**config.mk**
```make
export PLATFORM = sky130hd
export DESIGN_NAME = memif_sdram_arb
export DESIGN_NICKNAME = d
export VERILOG_FILES = /design/src/rtl/memif_sdram_pkg.sv /design/src/rtl/memif_sdram_lane.sv /design/src/rtl/memif_sdram_arb.sv
export SDC_FILE = /design/constraint.sdc
export NUM_CORES = 1
export LEC_CHECK = 0
export CORE_AREA = 2 2 163 165
export CTS_CLUSTER_DIAMETER = 200
export DETAILED_ROUTE_END_ITERATION = 8
export DIE_AREA = 0 0 165 167
export PLACE_DENSITY = 0.59
export SYNTH_ARGS = -nofsm -noshare
export SYNTH_HDL_FRONTEND = slang
export SYNTH_SLANG_ARGS = --single-unit
```
**constraint.sdc**
```tcl
create_clock -name i_sdram_clk -period 2.4 [get_ports i_sdram_clk]
set_input_delay 0.36 -clock i_sdram_clk [delete_from_list [all_inputs] [get_ports i_sdram_clk]]
set_output_delay 0.36 -clock i_sdram_clk [all_outputs]
set_load 0.01 [all_outputs]
```
**src/rtl/memif_sdram_pkg.sv**
```systemverilog
// memif_sdram_pkg: shared constants for the SDRAM client arbiter.
//   - SDRAM_AW        : SDRAM byte address width
//   - ST_*            : arbiter FSM state encodings
//   - W8/W16/W32      : client data width codes (value = width in bits)
//   - ARB_FIXED/ARB_RR: arbitration mode selectors
//   - BASE_*          : SDRAM byte base of each memory region
//   - reloc()         : client address -> SDRAM byte address
package memif_sdram_pkg;

    localparam int SDRAM_AW = 25;

    // FSM state encodings
    localparam logic [1:0] ST_IDLE   = 2'd0;
    localparam logic [1:0] ST_ISSUE  = 2'd1;
    localparam logic [1:0] ST_SETTLE = 2'd2;
    localparam logic [1:0] ST_WAIT   = 2'd3;

    // Client width codes, as carried in the CH_WIDTH parameter
    localparam logic [7:0] W8  = 8'd8;
    localparam logic [7:0] W16 = 8'd16;
    localparam logic [7:0] W32 = 8'd32;

    localparam int ARB_FIXED = 0;
    localparam int ARB_RR    = 1;

    // Region bases, matching the ROM/RAM/SRAM/BMP memory map
    localparam logic [SDRAM_AW-1:0] BASE_ROM  = 25'h000_0000;
    localparam logic [SDRAM_AW-1:0] BASE_RAM  = 25'h080_0000;
    localparam logic [SDRAM_AW-1:0] BASE_SRAM = 25'h100_0000;
    localparam logic [SDRAM_AW-1:0] BASE_BMP  = 25'h180_0000;

    // Relocation wraps modulo 2^SDRAM_AW
    function automatic logic [SDRAM_AW-1:0] reloc(input logic [SDRAM_AW-1:0] base,
                                                  input logic [SDRAM_AW-1:0] addr);
        return base + addr;
    endfunction

endpackage

```
**src/rtl/memif_sdram_lane.sv**
```systemverilog
// memif_sdram_lane: combinational byte-lane steering for one client.
//   i_width : client width code (W8/W16/W32)
//   i_lane  : client byte address bits [1:0]
//   i_di    : right-justified client write data
//   i_be    : client byte enables (used by 32-bit clients only)
//   i_dout  : SDRAM read data
//   o_din   : write data replicated onto the addressed lanes
//   o_be    : SDRAM byte enables
//   o_rdata : read data, addressed lane(s) right-justified, zero-extended
module memif_sdram_lane
    import memif_sdram_pkg::*;
(
    input  logic [7:0]  i_width,
    input  logic [1:0]  i_lane,
    input  logic [31:0] i_di,
    input  logic [3:0]  i_be,
    input  logic [31:0] i_dout,
    output logic [31:0] o_din,
    output logic [3:0]  o_be,
    output logic [31:0] o_rdata
);

    always_comb begin
        o_din   = i_di;
        o_be    = i_be;
        o_rdata = i_dout;
        case (i_width)
            W8: begin
                o_din   = {4{i_di[7:0]}};
                o_be    = 4'b0001 << i_lane;
                o_rdata = {24'd0, i_dout[{i_lane, 3'b000} +: 8]};
            end
            W16: begin
                o_din   = {2{i_di[15:0]}};
                o_be    = i_lane[1] ? 4'b1100 : 4'b0011;
                o_rdata = {16'd0, (i_lane[1] ? i_dout[31:16] : i_dout[15:0])};
            end
            default: ;
        endcase
    end

endmodule

```
**src/rtl/memif_sdram_arb.sv**
```systemverilog
// memif_sdram_arb: NCH-channel arbiter in front of the MiSTer SDRAM
// controller strobe/ready port. One operation outstanding at a time.
//   i_sdram_clk / i_sdram_resn : clock, synchronous active-low reset
//   i_ch_req  : per-channel one-cycle request pulse
//   i_ch_we/a/di/be : per-channel op fields, held from REQ until ACK
//   o_ch_do   : data of the last completed read (lane-steered)
//   o_ch_ack  : per-channel one-cycle completion pulse
//   o_busy    : FSM not idle
//   o_sdram_* : controller address/data/BE/strobes
//   i_sdram_rd_rdy / i_sdram_we_rdy / i_sdram_dout : controller side
module memif_sdram_arb
    import memif_sdram_pkg::*;
#(
    parameter int                   NCH      = 4,
    parameter int                   ARB_MODE = ARB_FIXED,
    parameter logic [NCH*8-1:0]     CH_WIDTH = {NCH{8'd32}},
    parameter logic [NCH*25-1:0]    CH_BASE  = {NCH{25'd0}}
) (
    input  logic                    i_sdram_clk,
    input  logic                    i_sdram_resn,
    input  logic [NCH-1:0]          i_ch_req,
    input  logic [NCH-1:0]          i_ch_we,
    input  logic [NCH*25-1:0]       i_ch_a,
    input  logic [NCH*32-1:0]       i_ch_di,
    input  logic [NCH*4-1:0]        i_ch_be,
    output logic [31:0]             o_ch_do,
    output logic [NCH-1:0]          o_ch_ack,
    output logic                    o_busy,
    output logic [SDRAM_AW-1:0]     o_sdram_raddr,
    output logic [SDRAM_AW-1:0]     o_sdram_waddr,
    output logic [31:0]             o_sdram_din,
    output logic [3:0]              o_sdram_be,
    output logic                    o_sdram_rd,
    output logic                    o_sdram_we,
    input  logic                    i_sdram_rd_rdy,
    input  logic                    i_sdram_we_rdy,
    input  logic [31:0]             i_sdram_dout
);

    localparam int IW = (NCH > 1) ? $clog2(NCH) : 1;

    logic [1:0]          r_state;
    logic [NCH-1:0]      r_pend;
    logic [IW-1:0]       r_rr_ptr;
    logic [IW-1:0]       r_gnt;
    logic                r_we;
    logic [SDRAM_AW-1:0] r_addr;
    logic [31:0]         r_din;
    logic [3:0]          r_be;
    logic [31:0]         r_do;

    logic                w_gnt_vld;
    logic [IW-1:0]       w_gnt;
    logic [IW-1:0]       w_sel;
    logic                w_rdy;
    logic                w_issue;
    logic                w_done;
    logic [NCH-1:0]      w_ack;
    logic [31:0]         w_lane_din;
    logic [3:0]          w_lane_be;
    logic [31:0]         w_lane_rdata;
    logic [SDRAM_AW-1:0] w_addr;

    function automatic int rr_idx(input int p, input int k);
        return (p + k >= NCH) ? (p + k - NCH) : (p + k);
    endfunction

    // Descending scan: the last hit (lowest search offset) wins.
    always_comb begin
        w_gnt_vld = 1'b0;
        w_gnt     = '0;
        for (int k = NCH - 1; k >= 0; k--) begin
            if (ARB_MODE == ARB_RR) begin
                if (r_pend[rr_idx(int'(r_rr_ptr), k)]) begin
                    w_gnt_vld = 1'b1;
                    w_gnt     = IW'(rr_idx(int'(r_rr_ptr), k));
                end
            end else begin
                if (r_pend[k]) begin
                    w_gnt_vld = 1'b1;
                    w_gnt     = IW'(k);
                end
            end
        end
    end

    // The single lane steerer looks at the candidate in IDLE (write
    // fields get registered) and at the owner afterwards (read data).
    assign w_sel  = (r_state == ST_IDLE) ? w_gnt : r_gnt;
    assign w_addr = reloc(CH_BASE[int'(w_sel)*25 +: 25], i_ch_a[int'(w_sel)*25 +: 25]);

    memif_sdram_lane u_lane (
        .i_width (CH_WIDTH[int'(w_sel)*8 +: 8]),
        .i_lane  (i_ch_a[int'(w_sel)*25 +: 2]),
        .i_di    (i_ch_di[int'(w_sel)*32 +: 32]),
        .i_be    (i_ch_be[int'(w_sel)*4 +: 4]),
        .i_dout  (i_sdram_dout),
        .o_din   (w_lane_din),
        .o_be    (w_lane_be),
        .o_rdata (w_lane_rdata)
    );

    // Strobe and ACK follow ready combinationally so each lands in the
    // first cycle ready is seen; both are suppressed while in reset.
    assign w_rdy   = r_we ? i_sdram_we_rdy : i_sdram_rd_rdy;
    assign w_issue = i_sdram_resn && (r_state == ST_ISSUE) && w_rdy;
    assign w_done  = i_sdram_resn && (r_state == ST_WAIT) && w_rdy;

    always_comb begin
        for (int i = 0; i < NCH; i++)
            w_ack[i] = w_done && (r_gnt == IW'(i));
    end

    always_ff @(posedge i_sdram_clk) begin
        if (!i_sdram_resn) begin
            r_state  <= ST_IDLE;
            r_pend   <= '0;
            r_rr_ptr <= '0;
            r_gnt    <= '0;
            r_we     <= 1'b0;
            r_addr   <= '0;
            r_din    <= '0;
            r_be     <= '0;
            r_do     <= '0;
        end else begin
            // A REQ landing on the ACK cycle re-arms the channel.
            r_pend <= (r_pend & ~w_ack) | i_ch_req;
            case (r_state)
                ST_IDLE: begin
                    if (w_gnt_vld) begin
                        r_gnt    <= w_gnt;
                        r_we     <= i_ch_we[w_gnt];
                        r_addr   <= w_addr;
                        r_din    <= w_lane_din;
                        r_be     <= w_lane_be;
                        r_rr_ptr <= (w_gnt == IW'(NCH - 1)) ? '0 : w_gnt + IW'(1);
                        r_state  <= ST_ISSUE;
                    end
                end
                ST_ISSUE: begin
                    if (w_rdy)
                        r_state <= ST_SETTLE;
                end
                // Controller ready is not yet meaningful for this op.
                ST_SETTLE: r_state <= ST_WAIT;
                ST_WAIT: begin
                    if (w_rdy) begin
                        r_state <= ST_IDLE;
                        if (!r_we)
                            r_do <= w_lane_rdata;
                    end
                end
                default: r_state <= ST_IDLE;
            endcase
        end
    end

    assign o_ch_do       = r_do;
    assign o_ch_ack      = w_ack;
    assign o_busy        = (r_state != ST_IDLE);
    assign o_sdram_raddr = r_addr;
    assign o_sdram_waddr = r_addr;
    assign o_sdram_din   = r_din;
    assign o_sdram_be    = r_be;
    assign o_sdram_rd    = w_issue && !r_we;
    assign o_sdram_we    = w_issue && r_we;

endmodule

```
==> impl_metrics.toml <==
[cts]
clockRootBuffer = "clkbuf_16"
clk_latency_ps = 360
cts_hold_buf = 0
htree_num_levels = 3
clockBufferDepth = 2
numClockSinks = 102
clk_pin_slew_ps = 70
cts_tree = "yes"
post_cts.repair.setup_buffers = 0
numCtsBuffers = 9

[worst_setup_path]
cpPeakStageDelay_ps = 550
worstPathRequired_ps = 2040
r2r_cells = 8
crit_arrival_ps = 1930
critPathLaunchType = "primary input"
worstPathBufferInverterCount = 2
cp_slowest_cell = "clkdlybuf4s50_1"
path_cells = "clkdlybuf4s50_1 > mux2_2 > nand3_1 > nor2_1 > clkdlybuf4s50_1"
r2r-start = "r_state[0]"
rrSetupSlack_ps = 240
worst_path_most_repeated_cell = "clkdlybuf4s50_1"
critical_path_class = "in2out"
crit_start = "i_sdram_rd_rdy"
cp_top_family = "buffers and inverters"
crit_fanout = 4
r2r-end = "o_sdram_be[3]"
crit_path_end_kind = "output pin"

[pwr]
p_switching_mw = 2.71
p_leak_nw = 4.23
vdd_ir_drop_max_mv = 0.350
p_int_mw = 5.28
power.density_nw_per_um2 = 797
switching_share = 0.340
clkPwrFrac = 0.195
pwr-share-comb = 0.495
p_seq_frac = 0.310

[yosys]
syn_area_per_cell_um2 = 9.44
syn_nets = 879
ys_seq_area_frac = 0.369
synth_top_area_frac = 0.369
synth_cell_types = 44
ys_async_sr_fraction = 0
yosysTopAreaCell = "dfxtp_1"
synth-seq-cells = 102
syn_inst = 586
ys.flop_type = "dfxtp_1"
synth_common_cells = "131 x nand2_1, 123 x mux2i_1, 102 x dfxtp_1"
synth_enable_flop_cells = 0
post-synth-top-count-cell = "nand2_1"
synthTopCellsByArea = "dfxtp_1 37%, mux2i_1 22%, o221ai_1 9.5%"
synth_warnings = 0
synth_area_um2 = 5530

[sta]
hold_viol = 0
final-setup-viol-count = 0
fin_tns_setup_ps = 0
fin_crit_ps = 2290
report.final.slew_viol_count = 0
period_share = 0.953
rsz0062_at_grt = "no"
tightest_slew_ps = 436
slew_headroom = 0.706
timing.fmax_mhz = 437
skew_ps = 16.1

[placed_design]
place_area_um2 = 9700
gp_congestion = 0.776
hpwl_mm = 17.0
port_buffers = 412

[hold_path]
hp-start = "o_ch_do[25]"
hold_depth = 2
min_to = "o_ch_do[25]"
min_path_type = "reg2reg"

[drt]
drt_iter0_markers = 188
route.detailed.drc = 0
wl_mm = 22.2
firstDrtPassIters = 6
wl_per_cell_um = 17.1
antenna_left = 0
vias_per_cell = 4.35
num_vias = 5652

[layout]
syn_to_final_growth_pct = 81.1
fin_area_um2 = 10000
fill_cells = 2621
drive_gt1_frac = 0.0519
antenna_cells = 0
nets = 1252

[run]
maxCapViolCount = 0

[floorplan]
io_pins = 413
start_util = 0.215
rows = 59
die_w_um = 165
die-area_um2 = 27600
core_um2 = 25800
die_h_um = 167

[global_routing]
grt_pass1_wl_mm = 32.0
antenna_found_initial = 0
grt_max_degree = 62
grt-ovfl-total = 0
grt_pass1_vias = 5518
grt_usage = 0.150

[outcome]
status = "completed"
tightest hold or removal path, stage by stage (launching register included):
cell and delay, ps:
dfxtp_1 310, nand2_1 50, a21oi_1 50
power groups by stage:
stage          sequential (mW)  clock [mW]  combinational (mW)
2_1_floorplan             2.62           0                2.15
3_3_place_gp              2.52           0                3.99
3_5_place_dp              2.52           0                4.00
4_1_cts                   2.49        1.63                4.01
5_1_grt                   2.55        1.67                4.22
6_report                  2.48        1.56                3.95
area by class of cell:
| type | instances | area, um2 | area share |
|---|---|---|---|
| timing repair buffer | 436 | 4400 | 0.439 |
| multi-input combinational | 401 | 2820 | 0.281 |
| sequential | 102 | 2040 | 0.204 |
| tap | 335 | 419 | 0.0418 |
| clock buffer | 12 | 256 | 0.0256 |
| clock inverter | 4 | 55.1 | 0.00549 |
| inverter | 9 | 33.8 | 0.00337 |
what timing repair did:
action,CTS,global route
resized for setup,0,5
hold endpoints to repair,0,0
setup endpoints to repair,0,4
worst max-delay path by stage:
stage / slack (ps) / endpoint / depth (start not counted)
6_report: 110 / o_ch_ack[3] / 5
5_1_grt: 10 / o_ch_ack[3] / 5
4_1_cts: 10 / o_ch_ack[1] / 5
3_5_place_dp: 100 / o_ch_ack[1] / 5
3_3_place_gp: 130 / o_ch_ack[3] / 5
2_1_floorplan: 590 / o_sdram_raddr[14] / 8
routing by layer:
| layer | wire length (um) | track usage |
|---|---|---|
| met1 | 9080 | 0.181 |
| met2 | 10700 | 0.258 |
| met3 | 2190 | 0.0528 |
| met4 | 152 | 0.0306 |
| met5 | 0 | 0 |
flip-flops by register name, indices dropped and copies added, names as in the netlist:
signal         flops
r_we               1
r_gnt              2
o_sdram_raddr     25
r_pend             4
o_sdram_be         4
o_sdram_din       32
r_state            2
o_ch_do           32
per-stage QoR:
step | worst slack (ps) | cells | util | total power [mW] | hold slack [ps]
after detailed placement | 98.5 | 1283 | 0.376 | 6.51 | 446
after floorplan | 585 | 586 | - | 4.76 | 481
after CTS | 11.6 | 1299 | 0.389 | 8.13 | 457
after global placement | 127 | 1283 | 0.376 | 6.51 | 440
final | 112 | 1299 | 0.389 | 7.99 | 455
after global routing | 11.2 | 1299 | 0.389 | 8.44 | 476
cells in the final DEF, fill, tap and decap left out, types with 2 or more instances in the layout:
master,instances
clkbuf_16,9
a21oi_1,38
ha_1,4
nor3_1,2
buf_12,7
buf_4,17
inv_1,8
nand3b_1,2
dlymetal6s2s_1,2
clkdlybuf4s50_1,410
o21ai_0,5
mux2i_1,123
clkinv_4,2
o221ai_1,60
nor2_1,9
dfxtp_2,2
dfxtp_1,100
clkbuf_8,2
nand2_1,131
kinds of logic after synthesis:
logic type               share of synthesized area
buffers and inverters                        0.123
adder cells (fa/ha/maj)                     0.0113
multiplexers                                 0.225
flip-flops                                   0.369
AND/OR/NAND/NOR                              0.116
AO/OA/AOI/OAI                                0.156
(Power assumes the default switching activity.)
